`src/rtl/traffic_pkg.sv`:
```
// Shared phase codes, widths and duration lookup for the traffic phase sequencer
// and the display controller that consumes cur_phase / seven_num.
package traffic_pkg;

    localparam int PHASE_W = 3;
    localparam int DIGIT_W = 4;

    typedef enum logic [PHASE_W-1:0] {
        PED_WALK  = 3'd0,
        PED_FLASH = 3'd1,
        PED_CLEAR = 3'd2,
        CAR_GO    = 3'd3,
        CAR_WARN  = 3'd4
    } phase_e;

    function automatic phase_e next_phase(input phase_e ph);
        case (ph)
            PED_WALK:  return PED_FLASH;
            PED_FLASH: return PED_CLEAR;
            PED_CLEAR: return CAR_GO;
            CAR_GO:    return CAR_WARN;
            CAR_WARN:  return PED_WALK;
            default:   return PED_CLEAR;
        endcase
    endfunction

    function automatic logic [DIGIT_W-1:0] phase_dur(
        input phase_e ph,
        input int     t_walk,
        input int     t_flash,
        input int     t_clear,
        input int     t_go,
        input int     t_warn
    );
        case (ph)
            PED_WALK:  return DIGIT_W'(t_walk);
            PED_FLASH: return DIGIT_W'(t_flash);
            PED_CLEAR: return DIGIT_W'(t_clear);
            CAR_GO:    return DIGIT_W'(t_go);
            CAR_WARN:  return DIGIT_W'(t_warn);
            default:   return DIGIT_W'(t_clear);
        endcase
    endfunction

endpackage

```
`src/rtl/traffic_phase_sequencer_tick_prescaler.sv`:
```
// Divides clk down to a one-cycle registered tick every TICK_DIV cycles;
// clear holds the count at 0 so the next tick is a full period away.
module tick_prescaler #(
    parameter int TICK_DIV = 25000000
) (
    input  logic clk,
    input  logic rst,
    input  logic clear,
    output logic tick
);

    localparam int CNT_W = (TICK_DIV > 1) ? $clog2(TICK_DIV) : 1;
    localparam logic [CNT_W-1:0] CNT_MAX = CNT_W'(TICK_DIV - 1);

    logic [CNT_W-1:0] cnt_q, cnt_d;
    logic             tick_q, tick_d;

    always_comb begin
        cnt_d  = cnt_q + 1'b1;
        tick_d = 1'b0;
        if (clear) begin
            cnt_d = '0;
        end else if (cnt_q == CNT_MAX) begin
            cnt_d  = '0;
            tick_d = 1'b1;
        end
    end

    always_ff @(posedge clk or negedge rst) begin
        if (!rst) begin
            cnt_q  <= '0;
            tick_q <= 1'b0;
        end else begin
            cnt_q  <= cnt_d;
            tick_q <= tick_d;
        end
    end

    assign tick = tick_q;

endmodule

```
`src/rtl/traffic_phase_sequencer.sv`:
```
// Phase FSM, per-phase countdown and pedestrian request latch. The request path
// and CAR_GO shortening exist only when TRAFFIC_PED_REQ_EN is defined.
module traffic_phase_sequencer
    import traffic_pkg::*;
#(
    parameter int TICK_DIV = 25000000,
    parameter int T_WALK   = 9,
    parameter int T_FLASH  = 5,
    parameter int T_CLEAR  = 2,
    parameter int T_GO     = 9,
    parameter int T_WARN   = 3,
    parameter int PED_CUT  = 3
) (
    input  logic               clk,
    input  logic               rst,
    input  logic               ped_req,
    input  logic               hold,
    output logic [PHASE_W-1:0] cur_phase,
    output logic [DIGIT_W-1:0] seven_num,
    output logic               tick,
    output logic               ped_pending
);

    if (T_WALK < 1 || T_WALK > 9 || T_FLASH < 1 || T_FLASH > 9 ||
        T_CLEAR < 1 || T_CLEAR > 9 || T_GO < 1 || T_GO > 9 ||
        T_WARN < 1 || T_WARN > 9 || PED_CUT < 1 || PED_CUT > 9 ||
        PED_CUT >= T_GO) begin : g_bad_param
        $error("traffic_phase_sequencer: durations must be 1..9 and PED_CUT < T_GO");
    end

    localparam logic [DIGIT_W-1:0] PED_CUT_D = DIGIT_W'(PED_CUT);
    localparam logic [DIGIT_W-1:0] ONE_D     = DIGIT_W'(1);

    phase_e             phase_q, phase_d;
    logic [DIGIT_W-1:0] num_q, num_d;
    logic               tick_w;
    logic               pend_q;
    logic               walk_entry;
    logic               cut_en;

    tick_prescaler #(.TICK_DIV(TICK_DIV)) u_prescaler (
        .clk   (clk),
        .rst   (rst),
        .clear (hold),
        .tick  (tick_w)
    );

    assign walk_entry = !hold && tick_w && (phase_q == CAR_WARN) && (num_q == ONE_D);

`ifdef TRAFFIC_PED_REQ_EN
    logic [2:0] sync_q, sync_d;
    logic       pend_d;

    always_comb begin
        sync_d = {sync_q[1:0], ped_req};
        pend_d = pend_q;
        // Requests during the pedestrian phases are already being served.
        if (sync_q[1] && !sync_q[2] && phase_q != PED_WALK && phase_q != PED_FLASH)
            pend_d = 1'b1;
        if (walk_entry)
            pend_d = 1'b0;
    end

    always_ff @(posedge clk or negedge rst) begin
        if (!rst) begin
            sync_q <= '0;
            pend_q <= 1'b0;
        end else begin
            sync_q <= sync_d;
            pend_q <= pend_d;
        end
    end

    assign cut_en = pend_q;
`else
    logic unused_ped_req;
    assign unused_ped_req = ped_req;
    assign pend_q         = 1'b0;
    assign cut_en         = 1'b0;
`endif

    always_comb begin
        phase_d = phase_q;
        num_d   = num_q;
        // Illegal codes recover to PED_CLEAR so cars never see a stale go.
        if (phase_q > CAR_WARN) begin
            phase_d = PED_CLEAR;
            num_d   = DIGIT_W'(T_CLEAR);
        end else if (!hold && tick_w) begin
            if (num_q > ONE_D) begin
                num_d = num_q - 1'b1;
                if (cut_en && phase_q == CAR_GO && num_q > PED_CUT_D)
                    num_d = PED_CUT_D;
            end else begin
                phase_d = next_phase(phase_q);
                num_d   = phase_dur(phase_d, T_WALK, T_FLASH, T_CLEAR, T_GO, T_WARN);
            end
        end
    end

    always_ff @(posedge clk or negedge rst) begin
        if (!rst) begin
            phase_q <= CAR_GO;
            num_q   <= DIGIT_W'(T_GO);
        end else begin
            phase_q <= phase_d;
            num_q   <= num_d;
        end
    end

    assign cur_phase   = phase_q;
    assign seven_num   = num_q;
    assign tick        = tick_w;
    assign ped_pending = pend_q;

endmodule

```
`config.mk`:
```
export PLATFORM = sky130hd
export DESIGN_NAME = traffic_phase_sequencer
export DESIGN_NICKNAME = d
export VERILOG_FILES = /design/src/rtl/traffic_pkg.sv /design/src/rtl/traffic_phase_sequencer_tick_prescaler.sv /design/src/rtl/traffic_phase_sequencer.sv
export SDC_FILE = /design/constraint.sdc
export NUM_CORES = 1
export LEC_CHECK = 0
export ABC_AREA = 1
export BUFFER_PORTS_ARGS = -buffer_cell sky130_fd_sc_hd__buf_2
export CAP_MARGIN = 40
export CORE_ASPECT_RATIO = 1.25
export CORE_MARGIN = 2
export CORE_UTILIZATION = 54
export DETAILED_ROUTE_END_ITERATION = 10
export PLACE_DENSITY = 0.75
export SLEW_MARGIN = 10
export SYNTH_ARGS = -nofsm -noshare
export SYNTH_HDL_FRONTEND = slang
export SYNTH_HIERARCHICAL = 1
export SYNTH_SLANG_ARGS = --single-unit
```
`constraint.sdc`:
```
create_clock -name clk -period 1.5 [get_ports clk]
set_clock_uncertainty 0.15 [all_clocks]
set_input_delay 0.15 -clock clk [delete_from_list [all_inputs] [get_ports clk]]
set_output_delay 0.15 -clock clk [all_outputs]
set_load 0.01 [all_outputs]
```
### Word-level counts from Yosys, hierarchy flattened

Index checks and enable logic that the tools add are counted.

* divide/modulo/power cells: 0
* $mul: 0
* equal/unequal tests: 8
* reduce and logical (&&, ||, !) cells: 7
* multiplexer cells: 15
* shifts and indexed selects: 0
* $lt $le $gt $ge: 2
* bitwise gates (word level): 0
* add/subtract/negate cells: 2

Operator list (number)
* 25-bit 2-to-1 mux: 2
* 25-bit by 1-bit adder with 25-bit output (second input constant): 1
* 25-bit == test (second input constant): 1
* 3-bit 2-to-1 mux: 6
* 4-bit 2-to-1 mux: 3
* 3-bit case mux with 4 select lines: 1
* 4-bit case mux with 3 select lines: 1
* 3-bit by 2-bit == test with 1-bit output (second input constant): 3
* 3-bit == test (second input constant): 2
* 3-bit logical NOT: 2
* 4-bit by 1-bit greater-than comparator with 1-bit output (second input constant): 1
* 4-bit by 1-bit subtractor with 4-bit output (second input constant): 1
* 3-bit by 1-bit == test with 1-bit output (second input constant): 1
* 3-bit greater-than comparator (second input constant): 1
* 1-bit 2-to-1 mux: 2
* 2-bit inequality test (second input constant): 1
* 2-bit AND reduction: 1
* 2-bit nonzero test: 1
* 2-bit OR reduction: 1
* 1-bit logical AND: 1
* 1-bit logical NOT: 1

* word-level logic and storage cells: 38
* memory bits (read-only): 0
* memories kept: 0
* RAM bits: 0
* register bits: 33
* bits in latches: 0

### Depth between registers and ports, before layout

* word-level depth: 11
* mapped depth: 9
* gate-level depth less buffers: 9

### Modules after synthesis

Netlist, hierarchy kept.

By module, submodules not included
* tick_prescaler: area each 1475.2 um^2, cells each 183, sequential area each 650.6 um^2, times used 1
* traffic_phase_sequencer: area each 518.0 um^2, cells each 80, sequential area each 180.2 um^2, times used 1

### Worst setup path before layout

Ideal clock, no wire load.

* path kind: register to register
* start point: register u_prescaler.cnt_q[0]
* end point: register u_prescaler.cnt_q[11]
* arrival time: 1.314 ns
* required time: 1.231 ns
* slack: -0.083 ns
* stages on the path, launching flop included: 9
* clock period less this slack: 1.583 ns
* cell sequence: dfrtp_1 ha_1 nand2_2 nor2_4 nand2_4 nor2_4 nand3_4 nand2_4 nor2_1

* cells in the longest elaborated chain, start to end: 3

Ends and longest elaborated chain
* start: declaration: line traffic_phase_sequencer_tick_prescaler.sv:15 `logic [CNT_W-1:0] cnt_q, cnt_d;`
* start signal: assignment: line traffic_phase_sequencer_tick_prescaler.sv:34 `cnt_q <= cnt_d;`
* 25-bit by 1-bit adder with 25-bit output or 25-bit == test (tied branches): line traffic_phase_sequencer_tick_prescaler.sv:19, traffic_phase_sequencer_tick_prescaler.sv:23
* 25-bit 2-to-1 mux *: line traffic_phase_sequencer_tick_prescaler.sv:23 `end else if (cnt_q == CNT_MAX) begin`
* 25-bit 2-to-1 mux *: line traffic_phase_sequencer_tick_prescaler.sv:21 `if (clear) begin`
* net u_prescaler.cnt_d[11]: line traffic_phase_sequencer_tick_prescaler.sv:15

The timed path passes the listed nets; every way through them passes the cells marked *.
A chain may end at the register's enable or synchronous reset.

### Final worst setup path

* start point: register u_prescaler.cnt_q[1]
* end point: register u_prescaler.cnt_q[19]

The elaborated chain is that of the path after synthesis.

==> metrics <==
status=finished, violations left; failing checks=setup timing; Initial Util=a little under three fifths; Post-synth EDFFs=0; Post-route DRC=0; first-pass GRT wire length=approximately 7300 microns; die area=roughly 4200 sq um; critical path type=reg2reg; die height=roughly 70 microns; worst reg2reg endpoint=u_prescaler/cnt_q[19]$_DFF_PN0_; Slowest-stage cell, CP=dfrtp_1; Core ar.=around 3500 sq um; final count of hold timing violations=0; Cell Rows=24; Total Routing Usage GR=between 20 and 25%; H-tree Lvls=2; Mapped Area=approximately 2000 sq um; post-place setup slack=-0.108 ns; crit-path max cell delay=0.35 ns; DR vias=1792; sequential element share of the synthesized area=between 40% and 50%; VDD IR max=between 0.5 and 0.6 mV; Hold Path Origin=hold; layout cells sized above 1=between 30% and 40%; Worst Hold Depth=3; worst-path cell chain=ha_2 > nand2_2 > nor2_4 > nand2_4 > nor2_4 > nand3_4 > nand3_1 > nor2_1; Routed WL per cell=~13 microns; Worst Slack Setup Final=-0.0940 ns; Clock Latency Late Sink=0.29 ns; ANT nets after route=0; TritonCTS Buffers=5; Static Leak=between 1 and 1.5 nW; GR Overflow Total=0; deepest clock path buffer count=2; Setup-failing EPs final=18; Async SR Flop Fraction=between 90% and 100%; vias in the first global route=1639; Critical Path RT=around 1.5 ns; Final GP Congestion=just under 0.9; CP arrival=~1.6 ns; Max-cap violations=0; hold endpoint=u_prescaler/tick$_DFF_PN0_; die width=58.3 microns; Crit. End Element=register; warnings from Yosys=6; drt total wl=4400 microns; Setup crit start kind=register; Reg2Reg Setup Slack=-0.09 ns; FMAX=approximately 0.63 GHz; Yosys reg bits=33; minimum clock period=1.59 ns; nets=between 300 and 400; RSZ-0062 raised after global routing=yes; synth unique cells=26; drt via density=around 5.3; PD cells=around 710 nW/um^2; post-synth top area cell=dfrtp_1; reg-to-reg startpoint=u_prescaler/cnt_q[1]$_DFF_PN0_; Antenna diodes=0; io pins=13; Detail Placement HPWL=about 2900 microns; Final period util=106%; top-area cell type share of the netlist area=a little over a third; Placed Instances=between 300 and 400; top cells by count, synth=nand2_1 (59), nor2_1 (56), dfrtp_1 (29), nand3_1 (24), inv_1 (21); pin count of the biggest net entering global routing=34; antenna violations before repair=0; Post-synth top flop=dfrtp_1; R2R depth=8; CTS root buf=clkbuf_8; most frequent CP cell=nor2_4; CTS tree=built; synthesized area per cell=approximately 7.6 sq um; Layout Cells excl Fill=339; Synth Instances=263; largest cells by area after synthesis=dfrtp_1 (36%), nand2_1 (11%), nor2_1 (11%), nand3_1 (6.0%), dfstp_2 (5.3%); Synth Net Count=270; Hold Path Class=in2reg; most frequent cell after synthesis=nand2_1; Area Growth Syn to Fin=25.2%; Iter 0 DRT Violations=119; I/O Buffers=10; first drt pass iteration count=4; Worst-path clk slew=0.07 ns; # clock sinks=33; Max Slew Vio Count=0; Pwr Total=0.00178 W; Crit Path Max Fanout=5
## what timing repair did
item	4_1_cts	5_1_grt
pin swaps	3	5
gates resized for setup	8	26
hold endpoints to repair	29	0
endpoints found under the setup margin	20	28
cloned	2	0
hold buffers	1	0
buffers inserted	4	2
## metrics by stage
stage / setup TNS, ns / hold slack [ns] / area [sq um] / utilization (%)
floorplan: -1.08 / -0.296 / 2000 / -
global placement: -0.664 / 0.0470 / 2180 / 61.9
detailed placement: -1.21 / 0.0530 / 2180 / 61.9
CTS: -1.18 / 0.0516 / 2370 / 67.6
global route: -3.76 / 0.0792 / 2490 / 71.0
finish: -1.37 / 0.0669 / 2490 / 71.0
## cells by family (layout without fill, tap and decap cells)
group	count (synthesis)	count (layout)	share of synthesized area (%)
flip-flops	33	33	41.7
adder cells (fa/ha/maj)	3	3	1.88
AO/OA/AOI/OAI	13	13	3.77
AND/OR/NAND/NOR	173	175	41.2
other	1	1	0.188
XOR/XNOR	14	14	6.15
buffers and inverters	26	61	5.08
## cells in the final DEF, fill, tap and decap left out, drive strengths merged
cell type | netlist | layout
dfstp | 4 | 4
clkbuf | 1 | 7
nand4 | 6 | 6
and2 | 2 | 2
xnor2 | 6 | 6
nand3 | 25 | 26
clkinv | 0 | 1
inv | 24 | 24
nand2 | 68 | 69
a21o | 1 | 1
o21ai | 5 | 5
conb | 1 | 1
nor3b | 1 | 1
xor2 | 8 | 8
nor2 | 71 | 71
dlygate4sd3 | 0 | 1
a21oi | 6 | 6
o211ai | 1 | 1
buf | 1 | 28
dfrtp | 29 | 29
ha | 3 | 3
## worst max path at each step
stage	endpoint	slack [ns]	depth (start not counted)	start
5_1_grt	u_prescaler/cnt_q[24]$_DFF_PN0_	-0.21	9	u_prescaler/cnt_q[1]$_DFF_PN0_
3_5_place_dp	u_prescaler/cnt_q[13]$_DFF_PN0_	-0.11	8	u_prescaler/cnt_q[1]$_DFF_PN0_
3_3_place_gp	u_prescaler/cnt_q[14]$_DFF_PN0_	-0.07	8	u_prescaler/cnt_q[0]$_DFF_PN0_
2_1_floorplan	u_prescaler/cnt_q[11]$_DFF_PN0_	-0.08	8	u_prescaler/cnt_q[0]$_DFF_PN0_
6_report	u_prescaler/cnt_q[19]$_DFF_PN0_	-0.09	8	u_prescaler/cnt_q[1]$_DFF_PN0_
4_1_cts	u_prescaler/cnt_q[20]$_DFF_PN0_	-0.09	9	u_prescaler/cnt_q[1]$_DFF_PN0_
## sequential cells by signal, summed over array words and instances, names as in the netlist
| register | count |
|---|---|
| u_prescaler/cnt_q | 25 |
| seven_num | 4 |
| cur_phase | 3 |
| u_prescaler/tick | 1 |
## worst max-delay path, delay by kind of cell, from the launching register on
family        cells  cell delay (ns)
fa+ha+maj         1             0.19
flops             1             0.35
simple gates      7             0.80
## routing by layer
metal	GRT usage, %	wire length [microns]	vias up
met5	0	0	-
li1	-	-	897
met3	4.99	189	14
met2	36.0	2160	48
met4	10.9	123	0
met1	29.4	1930	833
## cell type report
type	instances	area (sq um)
Multi-Input combinational cell	206	1210
Fill cell	274	1020
Sequential cell	33	831
Timing Repair Buffer	29	211
Clock buffer	7	96.3
Inverter	24	90.1
Tap cell	39	48.8
Clock inverter	1	5.00
## report_power, final
part | switching (W) | internal, W
combinational | 0.0000845 | 0.0000527
sequential | 0.00000712 | 0.000901
clock | 0.000321 | 0.000414
total | 0.000412 | 0.00137
Power figures use the tool's default switching activity.
